## src/rtl/pipe_pkg.sv

```systemverilog
// Shared types for the skid-buffered pipeline stage: handshake FSM states
// and the occupancy encoding reported to performance monitoring.
package pipe_pkg;

    typedef enum logic [1:0] {
        ST_EMPTY = 2'd0,
        ST_ONE   = 2'd1,
        ST_FULL  = 2'd2
    } stage_state_e;

    localparam logic [1:0] OCC_EMPTY = 2'd0;
    localparam logic [1:0] OCC_ONE   = 2'd1;
    localparam logic [1:0] OCC_FULL  = 2'd2;

    function automatic logic [1:0] occ_of(stage_state_e s);
        case (s)
            ST_ONE:  return OCC_ONE;
            ST_FULL: return OCC_FULL;
            default: return OCC_EMPTY;
        endcase
    endfunction

endpackage

```

## src/rtl/sat_counter.sv

```systemverilog
// Saturating up-counter; sticks at all-ones and is cleared only by reset.
module sat_counter #(
    parameter int W = 16
) (
    input  logic         clk,
    input  logic         rst_n,
    input  logic         inc,
    output logic [W-1:0] count
);

    always_ff @(posedge clk or negedge rst_n) begin
        if (!rst_n)
            count <= '0;
        else if (inc && (count != {W{1'b1}}))
            count <= count + 1'b1;
    end

endmodule

```

## src/rtl/pipe_stage_skid.sv

```systemverilog
// Valid/ready pipeline register with a 2-entry skid buffer, global freeze,
// branch-squash flush and a saturating backpressure counter.
module pipe_stage_skid
    import pipe_pkg::*;
#(
    parameter int DATA_W = 68,
    parameter int CTRL_W = 3,
    parameter int CNT_W  = 16
) (
    input  logic              clk,
    input  logic              rst_n,
    input  logic              freeze,
    input  logic              flush,
    input  logic              in_valid,
    output logic              in_ready,
    input  logic [CTRL_W-1:0] in_ctrl,
    input  logic [DATA_W-1:0] in_data,
    output logic              out_valid,
    input  logic              out_ready,
    output logic [CTRL_W-1:0] out_ctrl,
    output logic [DATA_W-1:0] out_data,
    output logic [1:0]        occupancy,
    output logic [CNT_W-1:0]  stall_cnt
);

    stage_state_e      state_q, state_d;
    logic [CTRL_W-1:0] main_ctrl_q, skid_ctrl_q;
    logic [DATA_W-1:0] main_data_q, skid_data_q;
    logic              in_fire, out_fire;
    logic              ld_main_in, ld_main_skid, ld_skid;

    // in_ready must not look at in_valid/out_ready so it can't form a comb loop
    assign in_ready  = (state_q != ST_FULL) & ~freeze & ~flush & rst_n;
    assign out_valid = (state_q != ST_EMPTY) & ~freeze;
    assign out_ctrl  = out_valid ? main_ctrl_q : '0;
    assign out_data  = main_data_q;
    assign occupancy = occ_of(state_q);
    assign in_fire   = in_valid & in_ready;
    assign out_fire  = out_valid & out_ready;

    always_comb begin
        state_d      = state_q;
        ld_main_in   = 1'b0;
        ld_main_skid = 1'b0;
        ld_skid      = 1'b0;
        if (flush) begin
            state_d = ST_EMPTY;
        end else if (!freeze) begin
            case (state_q)
                ST_EMPTY: if (in_fire) begin
                    state_d    = ST_ONE;
                    ld_main_in = 1'b1;
                end
                ST_ONE: begin
                    if (in_fire && out_fire) begin
                        ld_main_in = 1'b1;
                    end else if (in_fire) begin
                        state_d = ST_FULL;
                        ld_skid = 1'b1;
                    end else if (out_fire) begin
                        state_d = ST_EMPTY;
                    end
                end
                ST_FULL: if (out_fire) begin
                    state_d      = ST_ONE;
                    ld_main_skid = 1'b1;
                end
                default: state_d = ST_EMPTY;
            endcase
        end
    end

    always_ff @(posedge clk or negedge rst_n) begin
        if (!rst_n)
            state_q <= ST_EMPTY;
        else
            state_q <= state_d;
    end

    always_ff @(posedge clk or negedge rst_n) begin
        if (!rst_n) begin
            main_ctrl_q <= '0;
            main_data_q <= '0;
            skid_ctrl_q <= '0;
            skid_data_q <= '0;
        end else begin
            // flushed payload may linger; only the control bits must read as a bubble
            if (flush) begin
                main_ctrl_q <= '0;
            end else if (ld_main_in) begin
                main_ctrl_q <= in_ctrl;
                main_data_q <= in_data;
            end else if (ld_main_skid) begin
                main_ctrl_q <= skid_ctrl_q;
                main_data_q <= skid_data_q;
            end
            if (ld_skid) begin
                skid_ctrl_q <= in_ctrl;
                skid_data_q <= in_data;
            end
        end
    end

    sat_counter #(.W(CNT_W)) u_stall_cnt (
        .clk   (clk),
        .rst_n (rst_n),
        .inc   (out_valid & ~out_ready & ~flush),
        .count (stall_cnt)
    );

endmodule

```

## config.mk

```make
export PLATFORM = sky130hd
export DESIGN_NAME = pipe_stage_skid
export DESIGN_NICKNAME = d
export VERILOG_FILES = /design/src/rtl/pipe_pkg.sv /design/src/rtl/sat_counter.sv /design/src/rtl/pipe_stage_skid.sv
export SDC_FILE = /design/constraint.sdc
export NUM_CORES = 1
export LEC_CHECK = 0
export BUFFER_PORTS_ARGS = -buffer_cell sky130_fd_sc_hd__clkbuf_2
export CAP_MARGIN = 20
export CORE_ASPECT_RATIO = 0.75
export CORE_MARGIN = 2
export CORE_UTILIZATION = 55
export CTS_CLUSTER_DIAMETER = 80
export DETAILED_ROUTE_END_ITERATION = 6
export PLACE_DENSITY = 0.9
export SYNTH_ARGS = -nofsm -noshare
export SYNTH_HDL_FRONTEND = slang
export SYNTH_SLANG_ARGS = --single-unit
```

## constraint.sdc

```tcl
create_clock -name clk -period 2.9 [get_ports clk]
set_clock_uncertainty 0.05 [all_clocks]
set_input_delay 0.58 -clock clk [delete_from_list [all_inputs] [get_ports clk]]
set_output_delay 0.58 -clock clk [all_outputs]
set_load 0.02 [all_outputs]
```

After elaboration in Yosys (flattened, before gate mapping)
Index checks and enable logic that the tools add are counted.
{"block": "totals", "output_inout_bits": 91, "regBits": 160, "input_bits": 77, "word_cells": 63}
{"block": "classes", "n_bitwise": 11, "n_eq_ne": 9, "mux": 28, "add_sub_neg": 1, "reduce_logical": 8}
{"cell": "68-bit 2-to-1 mux", "n": 2}
{"cell": "16-bit by 1-bit adder with 16-bit output (second input constant)", "n": 1}
{"cell": "16-bit inequality test (second input constant)", "n": 1}
{"cell": "2-bit 2-to-1 mux", "n": 7}
{"cell": "1-bit 2-to-1 mux", "n": 12}
{"cell": "3-bit 2-to-1 mux", "n": 4}
{"cell": "3-bit inequality test (second input constant)", "n": 3}
{"cell": "1-bit AND", "n": 8}
{"cell": "2-bit one-hot mux with 3 select lines", "n": 1}
{"cell": "5-bit AND reduction", "n": 1}
{"cell": "4-bit inequality test (second input constant)", "n": 1}
{"cell": "2-bit one-hot mux with 2 select lines", "n": 1}
{"cell": "2-bit nonzero test", "n": 2}
{"cell": "1-bit NOT", "n": 3}
{"cell": "3-bit nonzero test", "n": 1}
{"cell": "2-bit by 1-bit equality test with 1-bit output (second input constant)", "n": 1}
{"cell": "2-bit equality test (second input constant)", "n": 1}
{"cell": "1-bit logical AND", "n": 2}
{"cell": "2-bit logical NOT", "n": 1}
{"cell": "2-bit by 1-bit inequality test with 1-bit output (second input constant)", "n": 1}
{"cell": "2-bit inequality test (second input constant)", "n": 1}
{"cell": "1-bit one-hot mux with 2 select lines", "n": 1}
{"cell": "2-bit AND reduction", "n": 1}

Depth between registers and ports, before layout
{"block": "logic_depth", "depth_word": 12, "mapped_depth": 7, "depth_no_buf": 5}

By module
From an unflattened synthesis, not the netlist that was laid out.
{"block": "hier_totals", "hier_cells": 656, "area_unflattened_um2": 7474.7}
{"mod": "pipe_stage_skid", "n_inst": 1, "seq_area_each_um2": 3603.5, "area_per_inst_um2": 6615.1, "cells_per_inst": 584}
{"mod": "sat_counter", "n_inst": 1, "seq_area_each_um2": 400.4, "area_per_inst_um2": 859.6, "cells_per_inst": 72}

Worst setup path after synthesis
OpenSTA, ideal clock, no wires.
{"block": "synth_path", "path_type": "input port to flip-flop", "from": "input out_ready", "to": "register skid_ctrl_q[0]", "setup_time_ns": 0.125, "n_path_buf": 1, "arrival_ns": 1.931, "required_ns": 2.725, "slack_ns": 0.794, "path_stages": 5, "cell_sequence": "and2b_2 > or3b_4 > nor2_8 > buf_12 > mux2_4"}
{"block": "synth_between", "elab_chain_cells": 6}
{"element": "start: declaration", "line_no": "pipe_stage_skid.sv:19", "text": "input logic out_ready,"}
{"element": "1-bit AND", "line_no": "pipe_stage_skid.sv:39", "text": "assign out_fire = out_valid & out_ready;"}
{"element": "1-bit logical AND", "line_no": "pipe_stage_skid.sv:55", "text": "if (in_fire && out_fire) begin"}
{"element": "1-bit 2-to-1 mux", "line_no": "pipe_stage_skid.sv:55"}
{"element": "1-bit 2-to-1 mux", "line_no": "pipe_stage_skid.sv:49", "text": "case (state_q)"}
{"element": "1-bit 2-to-1 mux", "line_no": "pipe_stage_skid.sv:48", "text": "end else if (!freeze) begin"}
{"element": "1-bit 2-to-1 mux", "line_no": "pipe_stage_skid.sv:46", "text": "if (flush) begin"}
{"element": "end signal: assignment", "line_no": "pipe_stage_skid.sv:98", "text": "skid_ctrl_q <= in_ctrl;"}
{"element": "end: declaration", "line_no": "pipe_stage_skid.sv:27", "text": "logic [CTRL_W-1:0] main_ctrl_q, skid_ctrl_q;"}
Every way passes these cells.
A chain may end at the register's enable or synchronous reset.

Final worst setup path
{"block": "layout_path", "from": "register state_q[0]", "to": "output out_ctrl[2]"}
{"block": "layout_between", "elab_chain_cells": 3}
{"element": "start: declaration", "line_no": "pipe_stage_skid.sv:26", "text": "stage_state_e state_q, state_d;"}
{"element": "start signal: assignment", "line_no": "pipe_stage_skid.sv:77", "text": "state_q <= state_d;"}
{"element": "2-bit nonzero test", "line_no": "pipe_stage_skid.sv:34", "text": "assign out_valid = (state_q != ST_EMPTY) & ~freeze;"}
{"element": "1-bit AND", "line_no": "pipe_stage_skid.sv:34"}
{"element": "3-bit 2-to-1 mux", "line_no": "pipe_stage_skid.sv:35", "text": "assign out_ctrl = out_valid ? main_ctrl_q : '0;"}
{"element": "end: declaration", "line_no": "pipe_stage_skid.sv:20", "text": "output logic [CTRL_W-1:0] out_ctrl,"}
Every way passes these cells.

==> run summary <==
The remaining global-route overflow is 0. Measured against its own limit, the worst slew margin works out to about two fifths. The final total negative setup slack is 0 ps. Clock tree synthesis selected as its root buffer the cell sky130_fd_sc_hd__clkbuf_16. In the synthesized netlist the dominant register cell turns out to be sky130_fd_sc_hd__dfrtp_1. The number of nets in the layout came out at approximately 810. The worst-case IR drop observed on VDD is 458.2 uV. The number of antenna-violating nets in the routed design came out at 0. Leaving out fill and tap cells, the most frequent cells in the layout are 166 x sky130_fd_sc_hd__clkbuf_2, 160 x sky130_fd_sc_hd__dfrtp_1, 70 x sky130_fd_sc_hd__mux2_4. The post-route fraction of the period consumed by the critical path is about four fifths.

Max-cap violations in this run came to 0. The number of hold-slack violations in the final timing report was 0. The number of design rule violations left after detail routing is 0.

The die covers ~14,000 um^2. The count of antenna diodes in the layout is 0. Once the floorplan was initialized, standard cells occupied 57.18% of the core. The number of flops mapped to enable cells by yosys is 0. The element type at the critical path start is a flop. The global placer's final weighted congestion came out at 0.8202.

The post-cts gate resize count is 0. The H-tree depth reported by CTS is 4. The largest driver fanout on the critical path is 7.

The path class of the tightest hold or removal check is in2async. The clock transition at the register clock pins on the worst setup and hold paths after CTS is approximately 60 ps. The number of optimization iterations in the first detailed-route pass is 6.

The number of global-route vias before repair came out at 5,312. The fraction of synthesized area in multiplexers came out at approximately 16%. The number of top-level design ports is around 170. Summing every instance area after synthesis gives roughly 7100 um^2. The post-DP HPWL came out at ~11 mm. The number of synthesis warnings came out at 0. The total of fill cells in the finished design came out at 870.

The detail-routed net length per standard cell came out at about 18 um. In this run, synthesis produced a sequential element count of 160. The wire length of the first global-routing pass came out at approximately 27 mm. The async set-reset flop share out of synthesis is 100.0%. TritonCTS built the clock tree.

STA puts the critical path data arrival time at 1670 ps. The max-slew violation count came out at 0. The number of buffers created by CTS is 17. Leaving out fill and tap cells, the most frequent cell in the layout is sky130_fd_sc_hd__clkbuf_2.

Measured along the y axis, the die boundary spans 102.5 um. The type of element capturing the critical path is an output pin. The number of library cell types mapped by synthesis came out at 47. Setup repair after global routing left no endpoint under its margin. The clock reaches the later pin of the worst-skew pair after 410 ps. The highest clock rate came out at 435.6 MHz.

The kind of critical path is reg2out. The clock drives 160 sinks. The number of cell rows came out at 35.

The final route contains between 5,000 and 6,000 vias. The initial antenna violation count is 0. At the pin with the least slew margin, the transition time is roughly 920 ps.

The total power consumption of the routed design is between 6 and 7 mW. For this run, the total global-route usage over all layers was measured as 24.95%. The first-iteration detailed-routing DRC count is around 360. The post-synthesis compound-gate area fraction is 13.05%. The via density per instance came out at between 5 and 6. The area of the core came out at ~12,000 um^2.

The largest family of logic cells by synthesized area is multiplexers. Of the total synthesized cell area, the portion taken by full adders, half adders and majority gates is less than 1%. The post-synthesis sequential area ratio came out at a little under three fifths. The post-CTS setup buffer count came out at 0. The horizontal die dimension is ~140 um. For this block, the routed nets add up to around 16 mm of wire. The average cell area after synthesis is 12.68 um^2. The clock tree buffer depth came out at 2. Setup violations remaining at the end of the flow were counted as 0. The run finished with clean final reports. The count of hold buffers inserted by post-cts repair came out at 0. The share of synthesized cell area in and, or, nand and nor gates is a little under 6%. At the worst endpoint, the required time is 2270 ps. The leakage power figure is approximately 4.3 nW. The number of I/O port buffers is roughly 170. In this run the power density over the cells is roughly 700 nW/um^2.

The post-synthesis instance total came out at 561. The synthesis-to-layout area growth came out at 21.36%. The worst path setup slack after routing is between 600 and 700 ps. The minimum setup slack after placement is slightly below 500 ps.

The maximum number of pins on one net before global-route repair is 76. The fraction of synthesized cell area in xor and xnor cells came out at under 10%. The fraction of layout instances using a drive strength above 1 came out at 39.78%. When the netlist entered floorplanning its net count stood at ~640.

The time the final worst path needs with I/O delays and setup is 2296 ps.
## state kept, by name (all words and copies together), names as in the netlist
| signal | flops |
|---|---|
| out_data | 68 |
| skid_data_q | 68 |
| u_stall_cnt.count | 16 |
| main_ctrl_q | 3 |
| skid_ctrl_q | 3 |
| state_q | 2 |
## area by class of cell
class | count | area, um^2 | area share (%)
Clock buffer | 21 | 460.4 | 5.335
Multi-Input combinational cell | 302 | 2592 | 30.04
Sequential cell | 160 | 4004 | 46.39
Tap cell | 166 | 207.7 | 2.406
Clock inverter | 9 | 157.7 | 1.827
Inverter | 69 | 259.0 | 3.001
Timing Repair Buffer | 178 | 949.7 | 11.00
## synth_stat cells (5+ instances only)
cell type / number / area, um^2
sky130_fd_sc_hd__a22oi_1: 68 / 510.5
sky130_fd_sc_hd__buf_12: 7 / 140.1
sky130_fd_sc_hd__buf_2: 7 / 35.03
sky130_fd_sc_hd__clkbuf_1: 13 / 48.80
sky130_fd_sc_hd__dfrtp_1: 160 / 4004
sky130_fd_sc_hd__inv_1: 69 / 259.0
sky130_fd_sc_hd__mux2_4: 70 / 1051
sky130_fd_sc_hd__nand2_1: 10 / 37.54
sky130_fd_sc_hd__nand3_1: 9 / 45.04
sky130_fd_sc_hd__nand4_1: 5 / 31.28
sky130_fd_sc_hd__nor2_1: 8 / 30.03
sky130_fd_sc_hd__o21ai_0: 54 / 270.3
sky130_fd_sc_hd__o21ai_1: 20 / 100.1
sky130_fd_sc_hd__xnor2_1: 7 / 61.31
sky130_fd_sc_hd__xor2_1: 7 / 61.31
## metrics by stage
stage | area (um^2) | hold slack [ps] | utilization (%) | cells
finish | 8631 | 224.5 | 69.40 | 905
global route | 8631 | 239.7 | 69.40 | 905
CTS | 8631 | 221.5 | 69.40 | 905
detailed placement | 8013 | 441.1 | 64.43 | 875
global placement | 8013 | 436.5 | 64.43 | 875
floorplan | 7112 | 234.4 | - | 561
## worst paths after layout
check	startpoint	endpoint	slack, ps	depth (start not counted)
max in group asynchronous	rst_n	u_stall_cnt.count[1]$_DFFE_PN0P_	1250	3
max	state_q[0]$_DFFE_PN0P_	out_ctrl[2]	600	4
min in group clk	in_data[8]	skid_data_q[8]$_DFFE_PN0P_	370	2
max reg2reg	state_q[1]$_DFFE_PN0P_	skid_data_q[67]$_DFFE_PN0P_	750	5
min	rst_n	out_data[60]$_DFFE_PN0P_	220	2
min reg2reg	skid_data_q[38]$_DFFE_PN0P_	skid_data_q[38]$_DFFE_PN0P_	460	1
## power by group
part           internal (mW)  total (mW)  switching [mW]  leakage (nW)
registers               2.52        2.72           0.196          2.09
clock network           1.48        2.35           0.872         0.296
logic                  0.379       0.984           0.605          1.91
total                   4.38        6.05            1.67          4.30
## kinds of logic after synthesis
group                    count (synthesis)
AO/OA/AOI/OAI                          149
XOR/XNOR                                14
adder cells (fa/ha/maj)                  1
buffers and inverters                   99
flip-flops                             160
multiplexers                            76
AND/OR/NAND/NOR                         62
## worst max-delay path, cell delays in order (launching register included)
cell and delay, ps:
sky130_fd_sc_hd__dfrtp_1 440, sky130_fd_sc_hd__nor2_1 310, sky130_fd_sc_hd__nor2_1 150, sky130_fd_sc_hd__and2_1 200, sky130_fd_sc_hd__clkbuf_2 160
## layer usage
| layer | wire length [um] | vias to the layer above | global-route usage (%) |
|---|---|---|---|
| met5 | 0 | - | 0 |
| met4 | 128 | 0 | 6.891 |
| met3 | 983 | 12 | 5.903 |
| met2 | 8231 | 208 | 40.80 |
| met1 | 7039 | 2585 | 33.99 |
| li1 | - | 2290 | - |
Power figures use the tool's default switching activity.
